`config.mk`:
```
export PLATFORM = sky130hd
export DESIGN_NAME = frame_buffer_manager
export DESIGN_NICKNAME = d
export VERILOG_FILES = /design/src/rtl/frame_buffer_pkg.sv /design/src/rtl/frame_buffer_manager.sv
export SDC_FILE = /design/constraint.sdc
export NUM_CORES = 1
export LEC_CHECK = 0
export CORE_ASPECT_RATIO = 0.9
export CORE_MARGIN = 1.5
export CORE_UTILIZATION = 44
export CTS_CLUSTER_DIAMETER = 30
export DETAILED_ROUTE_END_ITERATION = 8
export PLACE_DENSITY = 0.68
export SYNTH_ARGS = -nofsm -noshare
export SYNTH_HDL_FRONTEND = slang
export SYNTH_SLANG_ARGS = --single-unit
```
`constraint.sdc`:
```
create_clock -name clk -period 3.7 [get_ports clk]
set_input_delay 0.555 -clock clk [delete_from_list [all_inputs] [get_ports clk]]
set_output_delay 0.555 -clock clk [all_outputs]
set_load 0.005 [all_outputs]
```
`src/rtl/frame_buffer_pkg.sv`:
```
// Shared helpers for the frame buffer ownership tracker: index width and
// the small modulo / saturating arithmetic used by the ring bookkeeping.
package frame_buffer_pkg;

  // Index width with a floor of one bit so a 2-buffer ring still has an index.
  function automatic int idxw(input int buffers);
    return (buffers <= 2) ? 1 : $clog2(buffers);
  endfunction

  function automatic int ring_add(input int index, input int offset, input int buffers);
    return (index + offset) % buffers;
  endfunction

  function automatic longint sat_add(input longint a, input longint b, input int width);
    longint max_v;
    max_v = (longint'(1) << width) - 1;
    return ((a + b) > max_v) ? max_v : (a + b);
  endfunction

endpackage

```
`src/rtl/frame_buffer_manager.sv`:
```
// Tracks ownership of a ring of frame buffers between loader and display driver,
// with dwell, skip-to-newest, immediate flip, hold and drop/overrun accounting.
module frame_buffer_manager
  import frame_buffer_pkg::*;
#(
  parameter int BUFFERS    = 2,
  parameter int MIN_FRAMES = 1,
  parameter int CNT_WIDTH  = 8,
  localparam int IDXW      = idxw(BUFFERS)
) (
  input  logic                 clk,
  input  logic                 rst,
  input  logic                 frame_complete,
  input  logic                 loaded,
  input  logic                 hold,
  input  logic                 skip_mode,
  input  logic                 immediate,
  output logic                 ready,
  output logic [IDXW-1:0]      wbuf,
  output logic [IDXW-1:0]      rbuf,
  output logic [IDXW:0]        pending,
  output logic                 flip,
  output logic [CNT_WIDTH-1:0] drop_count,
  output logic                 overrun
);

  localparam int PW  = IDXW + 1;
  localparam int SHW = $clog2(MIN_FRAMES + 1);

  logic [IDXW-1:0]      rbuf_reg, rbuf_next;
  logic [IDXW-1:0]      wbuf_reg, wbuf_next;
  logic [PW-1:0]        pending_reg, pending_next;
  logic                 ready_reg, ready_next;
  logic                 flip_reg;
  logic [CNT_WIDTH-1:0] drop_reg, drop_next;
  logic                 overrun_reg, overrun_next;
  logic [SHW-1:0]       shown_reg, shown_next;

  logic load_ok;
  logic flip_ok;
  int   advance;
  int   pending_calc;

  always_comb begin
    load_ok = loaded && ready_reg;
    // Dwell test uses the pre-update count so the completing frame itself counts.
    flip_ok = (pending_reg != '0) && !hold &&
              (immediate || (frame_complete && ((int'(shown_reg) + 1) >= MIN_FRAMES)));
    advance = skip_mode ? int'(pending_reg) : 1;

    rbuf_next    = rbuf_reg;
    pending_calc = int'(pending_reg);
    drop_next    = drop_reg;
    shown_next   = shown_reg;
    overrun_next = overrun_reg | (loaded & ~ready_reg);

    if (flip_ok) begin
      rbuf_next    = IDXW'(ring_add(int'(rbuf_reg), advance, BUFFERS));
      pending_calc = pending_calc - advance;
      shown_next   = '0;
      if (skip_mode) begin
        drop_next = CNT_WIDTH'(sat_add(longint'(drop_reg), longint'(advance - 1), CNT_WIDTH));
      end
    end else if (frame_complete && (int'(shown_reg) < MIN_FRAMES)) begin
      shown_next = shown_reg + SHW'(1);
    end

    // A load landing with a flip is never part of the skipped set.
    if (load_ok) begin
      pending_calc = pending_calc + 1;
    end

    pending_next = PW'(pending_calc);
    wbuf_next    = IDXW'(ring_add(int'(rbuf_next), pending_calc + 1, BUFFERS));
    ready_next   = (pending_calc < (BUFFERS - 1));
  end

  always_ff @(posedge clk or posedge rst) begin
    if (rst) begin
      rbuf_reg    <= '0;
      wbuf_reg    <= IDXW'(1);
      pending_reg <= '0;
      ready_reg   <= 1'b1;
      flip_reg    <= 1'b0;
      drop_reg    <= '0;
      overrun_reg <= 1'b0;
      shown_reg   <= '0;
    end else begin
      rbuf_reg    <= rbuf_next;
      wbuf_reg    <= wbuf_next;
      pending_reg <= pending_next;
      ready_reg   <= ready_next;
      flip_reg    <= flip_ok;
      drop_reg    <= drop_next;
      overrun_reg <= overrun_next;
      shown_reg   <= shown_next;
    end
  end

  assign rbuf       = rbuf_reg;
  assign wbuf       = wbuf_reg;
  assign pending    = pending_reg;
  assign ready      = ready_reg;
  assign flip       = flip_reg;
  assign drop_count = drop_reg;
  assign overrun    = overrun_reg;

endmodule

```
==> results of run 1 <==
## final cells by class
cell class / instances / area (µm²) / share of cell area
Multi-Input combinational cell: 119 / 821 / 0.532
Sequential cell: 15 / 378 / 0.245
Timing Repair Buffer: 23 / 225 / 0.146
Tap cell: 40 / 50.0 / 0.0324
Inverter: 11 / 41.3 / 0.0268
Clock buffer: 3 / 22.5 / 0.0146
Clock inverter: 1 / 5.00 / 0.00324
## cell usage in the layout, fill, tap and decap left out, types with 4 or more instances in the layout
cell,Yosys,layout
o21ai_1,5,5
ha_1,8,8
xnor2_1,6,6
dfrtp_1,13,13
inv_1,9,9
nor3_1,4,4
clkdlybuf4s50_1,0,21
nand2_1,13,13
nand3_1,4,4
nor2_1,16,16
a21oi_1,12,12
and3_1,5,5
## logic make-up (layout without fill, tap and decap cells)
| logic type | count (synthesis) | count (layout) | synth area share |
|---|---|---|---|
| and+or+nand+nor | 59 | 59 | 0.242 |
| AOI/OAI and AO/OA | 39 | 39 | 0.228 |
| buffers and inverters | 19 | 38 | 0.0637 |
| DFF | 15 | 15 | 0.296 |
| adders and majority gates | 9 | 9 | 0.0941 |
| xor gates and xnor gates | 7 | 7 | 0.0480 |
| muxes | 3 | 3 | 0.0245 |
| other | 1 | 2 | 0.00294 |
## worst max-delay path, cell delays in order
cell and delay, ns:
clkdlybuf4s50_1 0.52, nor2b_1 0.19, ha_1 0.34, fa_1 0.51
nor4b_1 0.44, nor3_1 0.14, or4b_1 0.48, nand3_1 0.10
mux2i_1 0.19, a21oi_1 0.08
## per-stage QoR
step | setup slack, ns | cell area (µm²)
floorplan | 0.810 | 1280
global placement | 0.126 | 1520
detailed placement | 0.0482 | 1520
CTS | 0.333 | 1540
global route | 0.126 | 1540
finish | 0.297 | 1540
## worst paths after layout
| kind | start | end | cells after the start | slack, ns |
|---|---|---|---|---|
| max in group asynchronous | rst | drop_count[3] | 2 | 2.71 |
| setup reg to reg | pending[0] | drop_count[6] | 9 | 0.65 |
| hold / removal | overrun | overrun | 1 | 0.46 |
| hold reg to reg | overrun | overrun | 1 | 0.46 |
| setup / recovery | skip_mode | drop_count[6] | 10 | 0.30 |
| min in group asynchronous | rst | drop_count[6] | 2 | 0.61 |
## layer usage
layer,part of all wire,track usage
met5,0,0
met3,0.051,0.0625
met1,0.49,0.276
met2,0.46,0.308
met4,0.0066,0.0444
## power by group through the flow
stage	Combinational, mW	Sequential, mW	Clock, mW
after floorplan	0.500	0.309	0
after global placement	0.685	0.347	0
after detailed placement	0.705	0.350	0
after CTS	0.709	0.348	0.101
after global routing	0.794	0.366	0.109
final	0.709	0.350	0.0966
==> PnR_summary.wiki, run 1 <==
{| class="wikitable"
! Metric !! Value
|-
| Mean routed wirelength per cell || 13.6 µm
|-
| Root cell of the clock tree || clkbuf_4
|-
| Number of slew-limit violations in the final report || 0
|-
| Clk slew on worst S/H paths || 0.09 ns
|-
| Area added between synthesis and finish || 20.9%
|-
| Max FFs per register || 8
|-
| Max IR drop VDD || 0.000362 V
|-
| Critical Setup Path Class || primary input to register
|-
| Global router's overall resource usage || 0.201
|-
| Maximum fanout count along the critical path || 9
|-
| Count of endpoints failing hold in the final timing report || 0
|-
| Layout filler cell count || 256
|-
| Total wire length after detailed routing || 2.89 mm
|-
| Std-Cell Core Area || 2750 µm²
|-
| Area of the die || 3230 µm²
|-
| Dpl hpwl || 2.16 mm
|-
| Resized cells post-CTS || 0
|-
| TritonCTS clock tree || yes
|-
| Total CTS buffers || 3
|-
| Total number of yosys warnings || 0
|-
| # rows || 18
|-
| Cell-internal power || 0.636 mW
|-
| Arrival @ worst endpoint || 3.57 ns
|-
| Die Height || 54.1 µm
|-
| Number of antenna violations at the first check in global routing || 0
|-
| Finish-stage setup viols || 0
|-
| Total Neg Setup Slack || 0 ns
|-
| Final core area utilization || 0.561
|-
| Number of nets still failing antenna checks after routing || 0
|-
| Main area contributors after synthesis || dfrtp_1, ha_1, a21oi_1
|-
| Cell count after synthesis || 152
|-
| Placed Cells || 208
|-
| Status || finished clean
|-
| Via count normalized by instance count || 5.49
|-
| Pwr per Cell Area || 749 nW/µm²
|-
| Data required, critical path || 3.86 ns
|-
| Drt first pass iters || 4
|-
| Area leader, netlist || dfrtp_1
|-
| Setup repair after global routing missed its margin || no
|-
| Fraction of power consumed by combinational cells || 0.614
|-
| Count of nets after finishing || 189
|-
| Post-route insts no fill || 212
|-
| Power spent charging and discharging nets || 0.519 mW
|-
| Number of top-level pins || 22
|-
| Top FF cell, synth || dfrtp_1
|-
| Global-route wire length before repair || 4.82 mm
|-
| Worst-skew pair later-pin latency || 0.29 ns
|-
| Final setup skew || 0.00135 ns
|-
| Startpoint class of the critical path || primary input
|-
| Number of different library cells in the post-synthesis netlist || 52
|-
| Synth async-reset ratio || 1.00
|-
| Overall die width || 59.8 µm
|-
| Portion of total power attributed to sequential cells || 0.303
|-
| Worst min-delay path category || register to register
|-
| DRC marker count from the first detailed-route iteration || 33
|-
| Share of total power in the clock network || 0.084
|-
| Worst slew margin || 0.611
|-
| Number of design rule violations left after detail routing || 0
|-
| Fraction of synthesized cell area taken by the top area cell type || 0.255
|-
| Syn_area_per_cell || 8.40 µm²
|-
| Endpoint class of the critical path || register
|-
| Most common library cells after synthesis || nor2_1, dfrtp_1, nand2_1
|-
| Count of state elements after synthesis || 15
|-
| Maximum number of pins on one net before global-route repair || 16
|-
| Count of hold buffers inserted by post-cts repair || 0
|-
| # diodes || 0
|-
| Input/output buffers || 21
|-
| Max Cap Violations || 0
|-
| Tightest hold margin || 0.462 ns
|-
| Total power after layout || 1.16 mW
|-
| Worst Max-Slew Pin Slew || 0.583 ns
|-
| Switching share of power || 0.449
|-
| Number of synthesized flops with an enable pin || 0
|-
| Achievable clock frequency || 294 MHz
|-
| Maximum buffer depth of the clock tree || 2
|-
| Initial Utilization || 0.464
|-
| Global route total overflow || 0
|-
| Most numerous cell in the Yosys netlist || nor2_1
|-
| Final period utilization || 0.920
|-
| Area of the mapped netlist || 1280 µm²
|-
| Number of buffers added for setup after CTS || 0
|-
| Via count of the first global-routing pass || 1066
|-
| Fraction of layout instances using a drive strength above 1 || 0.105
|-
| Via total after detailed routing || 1163
|-
| Sequential share of the synthesized area || 0.296
|-
| Leakage power figure || 0.643 nW
|-
| RD Place Congestion || 0.860
|-
| Min Tclk post-route || 3.40 ns
|-
| Number of clock sinks || 15
|-
| # H-tree levels || 1
|}
Power figures use the tool's default switching activity.
==> run 2, diff against run 1 <==
--- a/config.mk
+++ b/config.mk
@@ -5,6 +5,7 @@
 export SDC_FILE = /design/constraint.sdc
 export NUM_CORES = 1
 export LEC_CHECK = 0
+export CAP_MARGIN = 20
 export CORE_ASPECT_RATIO = 0.9
 export CORE_MARGIN = 1.5
 export CORE_UTILIZATION = 44
==> constraint.sdc (replaced) <==
create_clock -name clk -period 3.7 [get_ports clk]
set_input_delay 0.555 -clock clk [delete_from_list [all_inputs] [get_ports clk]]
set_output_delay 0.555 -clock clk [all_outputs]
set_load 0.1 [all_outputs]
==> results of run 2 <==
The final DEF is identical to that of run 1. Status: finished clean.
Power of run 2 is not shown: default switching activity piles up to over one toggle a cycle in this logic, so the estimate is an artifact.
==> run 3, diff against run 2 <==
--- a/config.mk
+++ b/config.mk
@@ -6,7 +6,7 @@
 export NUM_CORES = 1
 export LEC_CHECK = 0
 export CAP_MARGIN = 20
-export CORE_ASPECT_RATIO = 0.9
+export CORE_ASPECT_RATIO = 1.2
 export CORE_MARGIN = 1.5
 export CORE_UTILIZATION = 44
 export CTS_CLUSTER_DIAMETER = 30
==> PnR_summary.wiki, run 3 (synthesis results as in run 1) <==
{| class="wikitable"
! Metric !! Value
|-
| Status || finished clean (unchanged)
|-
| Maximum number of pins on one net before global-route repair || 16 (unchanged)
|-
| Count of hold buffers inserted by post-cts repair || 0 (unchanged)
|-
| Achievable clock frequency || 295 MHz (was 294 MHz)
|-
| Arrival @ worst endpoint || 3.54 ns (was 3.57 ns)
|-
| Total CTS buffers || 3 (unchanged)
|-
| Root cell of the clock tree || clkbuf_4 (unchanged)
|-
| Via count normalized by instance count || 5.63 (was 5.49)
|-
| Number of buffers added for setup after CTS || 0 (unchanged)
|-
| Via total after detailed routing || 1155 (was 1163)
|-
| Data required, critical path || 3.84 ns (was 3.86 ns)
|-
| Worst slew margin || 0.337 (was 0.346)
|-
| Finish-stage setup viols || 0 (unchanged)
|-
| Post-route insts no fill || 205 (was 212)
|-
| Area of the die || 3230 µm² (about the same)
|-
| Count of endpoints failing hold in the final timing report || 0 (unchanged)
|-
| Final setup skew || 0.0105 ns (was 0.00135 ns)
|-
| Std-Cell Core Area || 2790 µm² (was 2750 µm²)
|-
| Fraction of layout instances using a drive strength above 1 || 0.0936 (was 0.105)
|-
| Setup repair after global routing missed its margin || no (unchanged)
|-
| Mean routed wirelength per cell || 13.9 µm (was 13.6 µm)
|-
| Min Tclk post-route || 3.39 ns (was 3.40 ns)
|-
| Max FFs per register || 8 (unchanged)
|-
| Input/output buffers || 21 (unchanged)
|-
| Worst min-delay path category || register to register (unchanged)
|-
| Count of nets after finishing || 188 (was 189)
|-
| Die Height || 62.0 µm (was 54.1 µm)
|-
| Overall die width || 52.2 µm (was 59.8 µm)
|-
| Delay of the slowest cell on the worst path || 0.60 ns (was 0.52 ns)
|-
| Number of slew-limit violations in the final report || 0 (unchanged)
|-
| Slowest CP cell || clkdlybuf4s50_1 (unchanged)
|-
| Global-route wire length before repair || 5.02 mm (was 4.82 mm)
|-
| Total Neg Setup Slack || 0 ns (unchanged)
|-
| Final period utilization || 0.917 (was 0.920)
|-
| Critical Setup Path Class || primary input to register (unchanged)
|-
| Resized cells post-CTS || 0 (unchanged)
|-
| Drt first pass iters || 4 (unchanged)
|-
| Max Cap Violations || 0 (unchanged)
|-
| Endpoint class of the critical path || register (unchanged)
|-
| Number of top-level pins || 22 (unchanged)
|-
| Number of design rule violations left after detail routing || 0 (unchanged)
|-
| Initial Utilization || 0.458 (was 0.464)
|-
| # H-tree levels || 1 (unchanged)
|-
| Global router's overall resource usage || 0.208 (was 0.201)
|-
| Worst-skew pair later-pin latency || 0.29 ns (about the same)
|-
| Placed Cells || 201 (was 208)
|-
| Dpl hpwl || 2.16 mm (about the same)
|-
| # diodes || 0 (unchanged)
|-
| Most frequent cells in the layout || clkdlybuf4s50_1, nor2_1, nand2_1, dfrtp_1, a21oi_1 (unchanged)
|-
| Via count of the first global-routing pass || 1092 (was 1066)
|-
| Maximum fanout count along the critical path || 9 (unchanged)
|-
| Area added between synthesis and finish || 19.6% (was 20.9%)
|-
| Worst Max-Slew Pin Slew || 0.991 ns (was 0.977 ns)
|-
| Number of antenna violations at the first check in global routing || 0 (unchanged)
|-
| RD Place Congestion || 0.888 (was 0.860)
|-
| Clk slew on worst S/H paths || 0.08 ns (was 0.09 ns)
|-
| Number of clock sinks || 15 (unchanged)
|-
| Maximum buffer depth of the clock tree || 2 (unchanged)
|-
| Layout filler cell count || 274 (was 256)
|-
| Tightest hold margin || 0.465 ns (was 0.462 ns)
|-
| Startpoint class of the critical path || primary input (unchanged)
|-
| Most frequent standard cell in the layout excluding fill and tap cells || clkdlybuf4s50_1 (unchanged)
|-
| # rows || 21 (was 18)
|-
| TritonCTS clock tree || yes (unchanged)
|-
| DRC marker count from the first detailed-route iteration || 53 (was 33)
|-
| Number of nets still failing antenna checks after routing || 0 (unchanged)
|-
| Total wire length after detailed routing || 2.84 mm (was 2.89 mm)
|-
| Cell-by-cell trace of the critical path || clkdlybuf4s50_1 > nor2b_1 > ha_1 > fa_1 > nor4b_1 > nor3_1 > or4b_1 > nand3_1 > mux2i_1 > a21oi_1 (unchanged)
|-
| Global route total overflow || 0 (unchanged)
|}
==> run 3: area by class of cell <==
type	instances	area, µm²	area share
Multi-Input combinational cell	119	821	0.538
Sequential cell	15	378	0.248
Timing Repair Buffer	22	218	0.143
Tap cell	34	42.5	0.0279
Inverter	11	41.3	0.0270
Clock buffer	4	26.3	0.0172
==> run 3: through the flow <==
stage                     setup WS [ns]  area, µm²   util
after global routing             0.0678       1530  0.548
after detailed placement         0.0314       1500  0.539
after floorplan                   0.306       1280      -
after global placement            0.132       1500  0.539
after CTS                         0.325       1530  0.548
final                             0.306       1530  0.548
==> run 3: critical path, delay by kind of cell <==
family / cells / cell delay (ns)
mux: 1 / 0.19
buf+inv: 1 / 0.60
compound gates: 1 / 0.08
simple gates: 5 / 1.33
fa+ha+maj: 2 / 0.77
==> run 3: metal layers <==
metal,vias up,global-route usage,share of wire
li1,579,-,-
met1,551,0.278,0.46
met2,23,0.342,0.49
met3,2,0.0335,0.036
met4,0,0.0806,0.0074
met5,-,0,0
==> run 3: worst paths after layout <==
| kind | from | slack (ns) | to | cells past startpoint |
|---|---|---|---|---|
| setup / recovery | skip_mode | 0.31 | drop_count[6] | 10 |
| hold / removal | overrun | 0.47 | overrun | 1 |
| setup reg to reg | pending[0] | 0.68 | drop_count[6] | 9 |
| hold reg to reg | overrun | 0.47 | overrun | 1 |
| max in group asynchronous | rst | 2.70 | drop_count[6] | 2 |
| min in group asynchronous | rst | 0.62 | pending[1] | 2 |
Power of run 3 is left out for the same reason.
